$ cat src/rtl/exporter_arbiter.sv
// exporter_arbiter: round-robin sharing of one data_exporter display engine.
// Latches the winning requester's word, holds exp_en high for a fixed frame,
// then forces a low gap so the exporter restarts cleanly between frames.
module exporter_arbiter #(
    parameter int NUM_REQ      = 4,
    parameter int DATA_W       = 28,
    parameter int FRAME_CYCLES = 45,
    parameter int GAP_CYCLES   = 4,
    parameter int REPEAT       = 0
) (
    input  logic                        clk,
    input  logic                        rst_n,
    input  logic [NUM_REQ-1:0]          req,
    input  logic [NUM_REQ*DATA_W-1:0]   req_data,
    output logic [NUM_REQ-1:0]          ack,
    output logic                        exp_en,
    output logic [DATA_W-1:0]           exp_data,
    output logic [$clog2(NUM_REQ)-1:0]  grant_id,
    output logic                        busy
);

    localparam int IW   = $clog2(NUM_REQ);
    localparam int MAXC = (FRAME_CYCLES > GAP_CYCLES) ? FRAME_CYCLES : GAP_CYCLES;
    localparam int CW   = $clog2(MAXC + 1);

    localparam logic [CW-1:0] FRAME_LAST = CW'(FRAME_CYCLES - 1);
    localparam logic [CW-1:0] GAP_LAST   = CW'(GAP_CYCLES - 1);

    typedef enum logic [1:0] {
        IDLE,
        SHOW,
        GAP
    } state_t;

    state_t              state_q, state_d;
    logic [CW-1:0]       cnt_q, cnt_d;
    logic [IW-1:0]       last_q, last_d;
    logic                valid_q, valid_d;
    logic [DATA_W-1:0]   data_q, data_d;
    logic [IW-1:0]       gid_q, gid_d;
    logic [NUM_REQ-1:0]  ack_q, ack_d;
    logic                en_q, en_d;
    logic                busy_q, busy_d;

    logic                found;
    logic [IW-1:0]       win;
    logic [IW-1:0]       cand;

    // Next-state logic: round-robin search, frame/gap counting, output decode.
    always_comb begin
        state_d = state_q;
        cnt_d   = cnt_q;
        last_d  = last_q;
        valid_d = valid_q;
        data_d  = data_q;
        gid_d   = gid_q;
        ack_d   = '0;
        found   = 1'b0;
        win     = last_q;
        cand    = '0;

        // Priority starts just after the last winner and wraps around.
        for (int unsigned off = 1; off <= NUM_REQ; off++) begin
            cand = IW'((32'(last_q) + off) % NUM_REQ);
            if (!found && req[cand]) begin
                found = 1'b1;
                win   = cand;
            end
        end

        case (state_q)
            IDLE: begin
                if (found) begin
                    data_d     = req_data[win*DATA_W +: DATA_W];
                    gid_d      = win;
                    last_d     = win;
                    ack_d[win] = 1'b1;
                    valid_d    = 1'b1;
                    state_d    = SHOW;
                    cnt_d      = '0;
                end else if (REPEAT != 0 && valid_q) begin
                    state_d = SHOW;
                    cnt_d   = '0;
                end
            end
            SHOW: begin
                if (cnt_q == FRAME_LAST) begin
                    state_d = GAP;
                    cnt_d   = '0;
                end else begin
                    cnt_d = cnt_q + 1'b1;
                end
            end
            GAP: begin
                if (cnt_q == GAP_LAST) begin
                    state_d = IDLE;
                    cnt_d   = '0;
                end else begin
                    cnt_d = cnt_q + 1'b1;
                end
            end
            default: begin
                state_d = IDLE;
                cnt_d   = '0;
            end
        endcase

        en_d   = (state_d == SHOW);
        busy_d = (state_d != IDLE);
    end

    // State and registered outputs; reset aborts any frame in progress.
    always_ff @(posedge clk or negedge rst_n) begin
        if (!rst_n) begin
            state_q <= IDLE;
            cnt_q   <= '0;
            last_q  <= IW'(NUM_REQ - 1);
            valid_q <= 1'b0;
            data_q  <= '0;
            gid_q   <= '0;
            ack_q   <= '0;
            en_q    <= 1'b0;
            busy_q  <= 1'b0;
        end else begin
            state_q <= state_d;
            cnt_q   <= cnt_d;
            last_q  <= last_d;
            valid_q <= valid_d;
            data_q  <= data_d;
            gid_q   <= gid_d;
            ack_q   <= ack_d;
            en_q    <= en_d;
            busy_q  <= busy_d;
        end
    end

    assign ack      = ack_q;
    assign exp_en   = en_q;
    assign exp_data = data_q;
    assign grant_id = gid_q;
    assign busy     = busy_q;

endmodule

$ cat config.mk
export PLATFORM = sky130hd
export DESIGN_NAME = exporter_arbiter
export DESIGN_NICKNAME = d
export VERILOG_FILES = /design/src/rtl/exporter_arbiter.sv
export SDC_FILE = /design/constraint.sdc
export NUM_CORES = 1
export LEC_CHECK = 0
export CAP_MARGIN = 20
export CORE_AREA = 2 2 102 104
export CTS_BUF_LIST = sky130_fd_sc_hd__clkbuf_16
export DETAILED_ROUTE_END_ITERATION = 12
export DIE_AREA = 0 0 104 106
export PLACE_DENSITY_LB_ADDON = 0.3
export SYNTH_ARGS = -nofsm -noshare
export SYNTH_HDL_FRONTEND = slang
export SYNTH_SLANG_ARGS = --single-unit
$ cat constraint.sdc
create_clock -name clk -period 1.9 [get_ports clk]
set_input_delay 0.475 -clock clk [delete_from_list [all_inputs] [get_ports clk]]
set_output_delay 0.475 -clock clk [all_outputs]
set_load 0.01 [all_outputs]
==> impl_metrics.env, run 1 <==
export IMPL_outcome="complete, but fails checks"
export IMPL_violations="setup timing"
export IMPL_vdd_ir_drop_max_mv=0.627
export IMPL_track_usage=0.196
export IMPL_ctsRootBufferMaster="clkbuf_16"
export IMPL_antenna_found_initial=0
export IMPL_cp_arrival_ns=2.14
export IMPL_avgSynthCellArea_um2=9.09
export IMPL_drc_errors=0
export IMPL_cts_buffer_depth=2
export IMPL_cts_made_buffers=5
export IMPL_viasPerCell=5.06
export IMPL_final_common_cell="clkdlybuf4s50_1"
export IMPL_routabilityCongestion=0.846
export IMPL_fin_crit_ns=1.98
export IMPL_fmax_mhz=506
export IMPL_skew_ns=0.00446
export IMPL_rrSetupSlack_ns=-0.08
export IMPL_cap_violations=0
export IMPL_maxSlewHeadroom=0.694
export IMPL_final_nets=626
export IMPL_ant_nets=0
export IMPL_dr_wl_met2_um=5490
export IMPL_grt_first_pass_wirelength_um=17400
export IMPL_port_buffers=153
export IMPL_tightest_slew_ns=0.459
export IMPL_postLayoutCoreUtil=0.562
export IMPL_synth_seq_area_share=0.394
export IMPL_synth_edf_count=0
export IMPL_powerDensity_nw_per_um2=1490
export IMPL_syn_to_final_growth_pct=92.0
export IMPL_fin_ws_ns=-0.0753
export IMPL_critical_path_required_ns=2.06
export IMPL_p_leak_nw=2.30
export IMPL_rows=37
export IMPL_grt_max_degree=30
export IMPL_finalPower_w=0.00836
export IMPL_hold_buffers=0
export IMPL_worst_setup_path_type="reg2reg"
export IMPL_die_height_um=106
export IMPL_synth_ff_type="dfrtp_1"
export IMPL_hold_violations=0
export IMPL_async_flop_share=1.00
export IMPL_wl_met1_um=4910
export IMPL_drt_iter0_markers=213
export IMPL_htree_levels=2
export IMPL_ioPinCount=154
export IMPL_met3_length_um=718
export IMPL_ys_ff_latch=46
export IMPL_firstDrtPassIters=4
export IMPL_place_hpwl_um=6910
export IMPL_start_util=0.293
export IMPL_dieArea_um2=11000
export IMPL_yosys_warnings=0
export IMPL_period_share=1.04
export IMPL_routedWlPerCell_um=17.7
export IMPL_coreArea_um2=10000
export IMPL_vias=3227
export IMPL_post_place_ws_ns=-0.497
export IMPL_die_w_um=104
export IMPL_top_layer="met4"
export IMPL_grt_ovfl_total=0
export IMPL_syn_inst=322
export IMPL_finalMaxSlewViolations=0
export IMPL_fin_hold_ws_ns=0.135
export IMPL_grt_pass1_vias=3386
export IMPL_min_path_type="in2async"
export IMPL_tritoncts="built"
export IMPL_wirelength_um=11300
export IMPL_synth_nets=446
export IMPL_syn_area_um2=2930
export IMPL_endpoint_kind="register"
export IMPL_drive_gt1_frac=0.231
export IMPL_clkLatencyLatePin_ns=0.28
export IMPL_cts_sinks=46
export IMPL_setup_viol=26
export IMPL_setup_tns_ns=-1.07
export IMPL_antenna_cells=0
export IMPL_final_cell_mix="clkdlybuf4s50_1, dfrtp_1, nand2_1, nor2_1, a211oi_2"
export IMPL_cp_start_kind="register"
export IMPL_path_max_fanout=6
export IMPL_synth_cell_types=35
export IMPL_clk_pin_slew_worst_paths_ns=0.06
export IMPL_grt_setup_unrepaired="yes"
-- metrics by stage --
stage	instances	instance area, µm²
after floorplan	322	2930
after global placement	609	4780
after detailed placement	609	4780
after CTS	632	5310
after global routing	638	5620
final	638	5620
-- power by group --
group | internal, W | switching, W
registers | 0.00144 | 0.000256
logic | 0.00316 | 0.00269
clock network | 0.000471 | 0.000353
-- cell type report --
type                            instances  area [µm²]
Clock buffer                            5         125
Inverter                                7        26.3
Timing Repair Buffer                  200        2210
Multi-Input combinational cell        242        1930
Fill cell                             935        4380
Sequential cell                        46        1150
Tap cell                              136         170
Clock inverter                          2        7.51
-- registers in the layout, indices dropped and copies added, names as in the netlist --
name / count
busy: 1
exp_data: 28
last_q: 2
cnt_q: 6
state_q: 2
grant_id: 2
ack: 4
exp_en: 1
-- synth_stat cells (2+ instances only) --
| cell type | n | area, µm² |
|---|---|---|
| a211oi_1 | 38 | 285 |
| a211oi_2 | 18 | 225 |
| a21o_1 | 3 | 22.5 |
| a21oi_1 | 6 | 30.0 |
| and2_1 | 3 | 18.8 |
| buf_2 | 8 | 40.0 |
| buf_4 | 2 | 15.0 |
| buf_6 | 3 | 33.8 |
| clkbuf_1 | 14 | 52.6 |
| dfrtp_1 | 44 | 1100 |
| dfstp_2 | 2 | 52.6 |
| ha_1 | 6 | 75.1 |
| inv_1 | 7 | 26.3 |
| mux2i_1 | 30 | 300 |
| nand2_1 | 37 | 139 |
| nand2b_1 | 5 | 31.3 |
| nand3_1 | 3 | 15.0 |
| nor2_1 | 36 | 135 |
| nor2b_1 | 2 | 12.5 |
| nor3_1 | 32 | 160 |
| o21a_1 | 2 | 15.0 |
| o21ai_0 | 6 | 30.0 |
| or3_1 | 3 | 18.8 |
-- what timing repair did --
action	4_1_cts	5_1_grt
setup buffers	10	4
gates cloned	7	3
endpoints found under the setup margin	35	33
gates resized for setup	37	43
pin swaps	48	22
-- cells by family after synthesis --
logic type	after synthesis	share of synthesized area
buf+inv	34	0.0573
mux	30	0.103
compound gates	80	0.227
fa+ha+maj	6	0.0256
simple gates	126	0.194
flops	46	0.394
-- critical path, stage by stage (launching register included) --
cell and delay, ns:
dfstp_2 0.56, nand2b_4 0.16, nor2_2 0.05, or3_4 0.42
buf_6 0.14, buf_8 0.12, buf_16 0.14, a211oi_4 0.21
a211oi_2 0.05
-- path summary, 6_finish.rpt --
kind,depth (start not counted),end,startpoint
max,8,exp_data[1],last_q[0]
min,1,ack[2],rst_n
max reg2reg,8,exp_data[1],last_q[0]
min reg2reg,1,grant_id[0],grant_id[0]
max in group asynchronous,2,last_q[1],rst_n
min in group clk,1,grant_id[0],grant_id[0]
-- metal layers --
layer	track usage	vias to the layer above
li1	-	1524
met1	0.256	1544
met2	0.328	138
met3	0.0448	21
met4	0.0473	0
met5	0	-
Power figures use the tool's default switching activity.
==> inputs of run 2 (changes only) <==
Clock period 1.9 ns to 2 ns, I/O delays scaled along.
==> run 2 against run 1 <==
  * The run now ends clean
  * Total power is 23% lower
  * Register-to-register slack better by 0.16 ns
  * Flip-flop and latch count unchanged
  * Largest power group unchanged
==> impl_metrics.env, run 2 (synthesis results as in run 1) <==
export IMPL_grt_max_degree=30
export IMPL_critical_path_required_ns=2.19
export IMPL_path_cells="dlygate4sd2_1, o21ai_2, a21oi_4, or3_4, buf_12, mux2i_1, a211oi_1"
export IMPL_final_cell_mix="clkdlybuf4s50_1, dfrtp_1, nand2_1, nor2_1, nor3_1"
export IMPL_routedWlPerCell_um=15.7
export IMPL_ctsRootBufferMaster="clkbuf_16"
export IMPL_drt_iter0_markers=122
export IMPL_path_delay_family="buffers and inverters"
export IMPL_critPathMaxStageDelay_ns=0.44
export IMPL_cap_violations=0
export IMPL_slowest_stage="or3_4"
export IMPL_hold_violations=0
export IMPL_drive_gt1_frac=0.153
export IMPL_stdcell_count=619
export IMPL_track_usage=0.175
export IMPL_antenna_found_initial=0
export IMPL_powerDensity_nw_per_um2=1280
export IMPL_dpl_cell_area_um2=4780
export IMPL_maxSlewHeadroom=0.706
export IMPL_cts_made_buffers=5
export IMPL_cp_arrival_ns=2.11
export IMPL_hold_buffers=0
export IMPL_final_nets=607
export IMPL_dieArea_um2=11000
export IMPL_final_common_cell="clkdlybuf4s50_1"
export IMPL_clk_pin_slew_worst_paths_ns=0.06
export IMPL_p_leak_nw=2.08
export IMPL_start_util=0.293
export IMPL_tightest_slew_ns=0.441
export IMPL_tritoncts="built"
export IMPL_htree_levels=2
export IMPL_path_depth=7
export IMPL_fmax_mhz=523
export IMPL_die_w_um=104
export IMPL_cp_start_kind="input port"
export IMPL_worst_setup_path_type="in2reg"
export IMPL_skew_ns=0.00357
export IMPL_ff2ff_path_depth=6
export IMPL_vdd_ir_drop_max_mv=0.462
export IMPL_finalPower_w=0.00647
export IMPL_setup_tns_ns=0
export IMPL_die_height_um=106
export IMPL_wirelength_um=9720
export IMPL_antenna_cells=0
export IMPL_grt_first_pass_wirelength_um=15700
export IMPL_fin_crit_ns=1.91
export IMPL_clkLatencyLatePin_ns=0.28
export IMPL_syn_to_final_growth_pct=72.2
export IMPL_ioPinCount=154
export IMPL_period_share=0.957
export IMPL_cts_buffer_depth=2
export IMPL_grt_setup_unrepaired="yes"
export IMPL_routabilityCongestion=0.831
export IMPL_rrSetupSlack_ns=0.09
export IMPL_nFillCells=965
export IMPL_place_hpwl_um=6930
export IMPL_min_path_type="in2async"
export IMPL_grt_pass1_vias=3086
export IMPL_outcome="finished, final reports clean"
export IMPL_port_buffers=153
export IMPL_coreArea_um2=10000
export IMPL_largest_reg_flops=28
export IMPL_drc_errors=0
export IMPL_placed_cells=608
export IMPL_setup_viol=0
export IMPL_rows=37
export IMPL_final_cell_area_um2=5040
export IMPL_firstDrtPassIters=4
export IMPL_path_max_fanout=25
export IMPL_finalMaxSlewViolations=0
export IMPL_endpoint_kind="register"
export IMPL_viasPerCell=4.98
export IMPL_critPathBufInv=2
export IMPL_fin_hold_ws_ns=0.156
export IMPL_grt_ovfl_total=0
export IMPL_vias=3080
export IMPL_ant_nets=0
export IMPL_cts_sinks=46
==> run 2: cell count changes in the layout (fill, tap and decap cells not counted), sizes merged <==
| cell | delta |
|---|---|
| dlygate4sd2 | +1 |
| dlymetal6s2s | +1 |
| buf | -16 |
| clkbuf | -5 |
==> run 2: cell type report <==
class                      instances  area, µm²  area share
sequential                        46       1150       0.229
inverter                           7       26.3     0.00521
multi-input combinational        242       1720       0.341
timing repair buffer             181       1840       0.365
tap                              136        170      0.0338
clock buffer                       5        125      0.0248
clock inverter                     2       7.51     0.00149
==> run 2: worst register-to-register path: cells and delay by family, from the launching register on <==
family	cells	cell delay (ns)
mux	1	0.15
buf+inv	1	0.20
simple gates	3	0.65
compound gates	1	0.23
flops	1	0.59
==> run 2: final timing paths <==
kind                               end        start
min                             ack[2]        rst_n
max reg2reg                exp_data[0]    last_q[0]
min reg2reg                grant_id[0]  grant_id[0]
max in group asynchronous    last_q[0]        rst_n
min in group clk           grant_id[0]  grant_id[0]
max                        exp_data[0]       req[3]
==> run 2: layer usage <==
metal | vias up | share of wire | track usage
met5 | - | 0 | 0
met4 | 0 | 0.011 | 0.0396
met3 | 10 | 0.071 | 0.0448
met2 | 127 | 0.48 | 0.298
met1 | 1456 | 0.44 | 0.223
li1 | 1487 | - | -
==> run 2: report_power, final <==
group,total [W],internal [W],switching [W]
clock,0.000780,0.000447,0.000333
sequential,0.00161,0.00136,0.000242
combinational,0.00408,0.00209,0.00199
total,0.00647,0.00390,0.00257
==> run 2: stage by stage <==
stage               setup WS [ns]  utilization
finish                     0.0863        0.504
CTS                       -0.0231        0.500
detailed placement         -0.454        0.478
global route             -0.00212        0.504
floorplan                   0.122            -
global placement           -0.377        0.478
==> run 2: repair_timing <==
| action | 4_1_cts | 5_1_grt |
|---|---|---|
| buffers inserted | 2 | 1 |
| gates cloned | 1 | 0 |
| pin swaps | 9 | 6 |
| setup endpoints to repair | 29 | 35 |
| gates resized for setup | 14 | 7 |
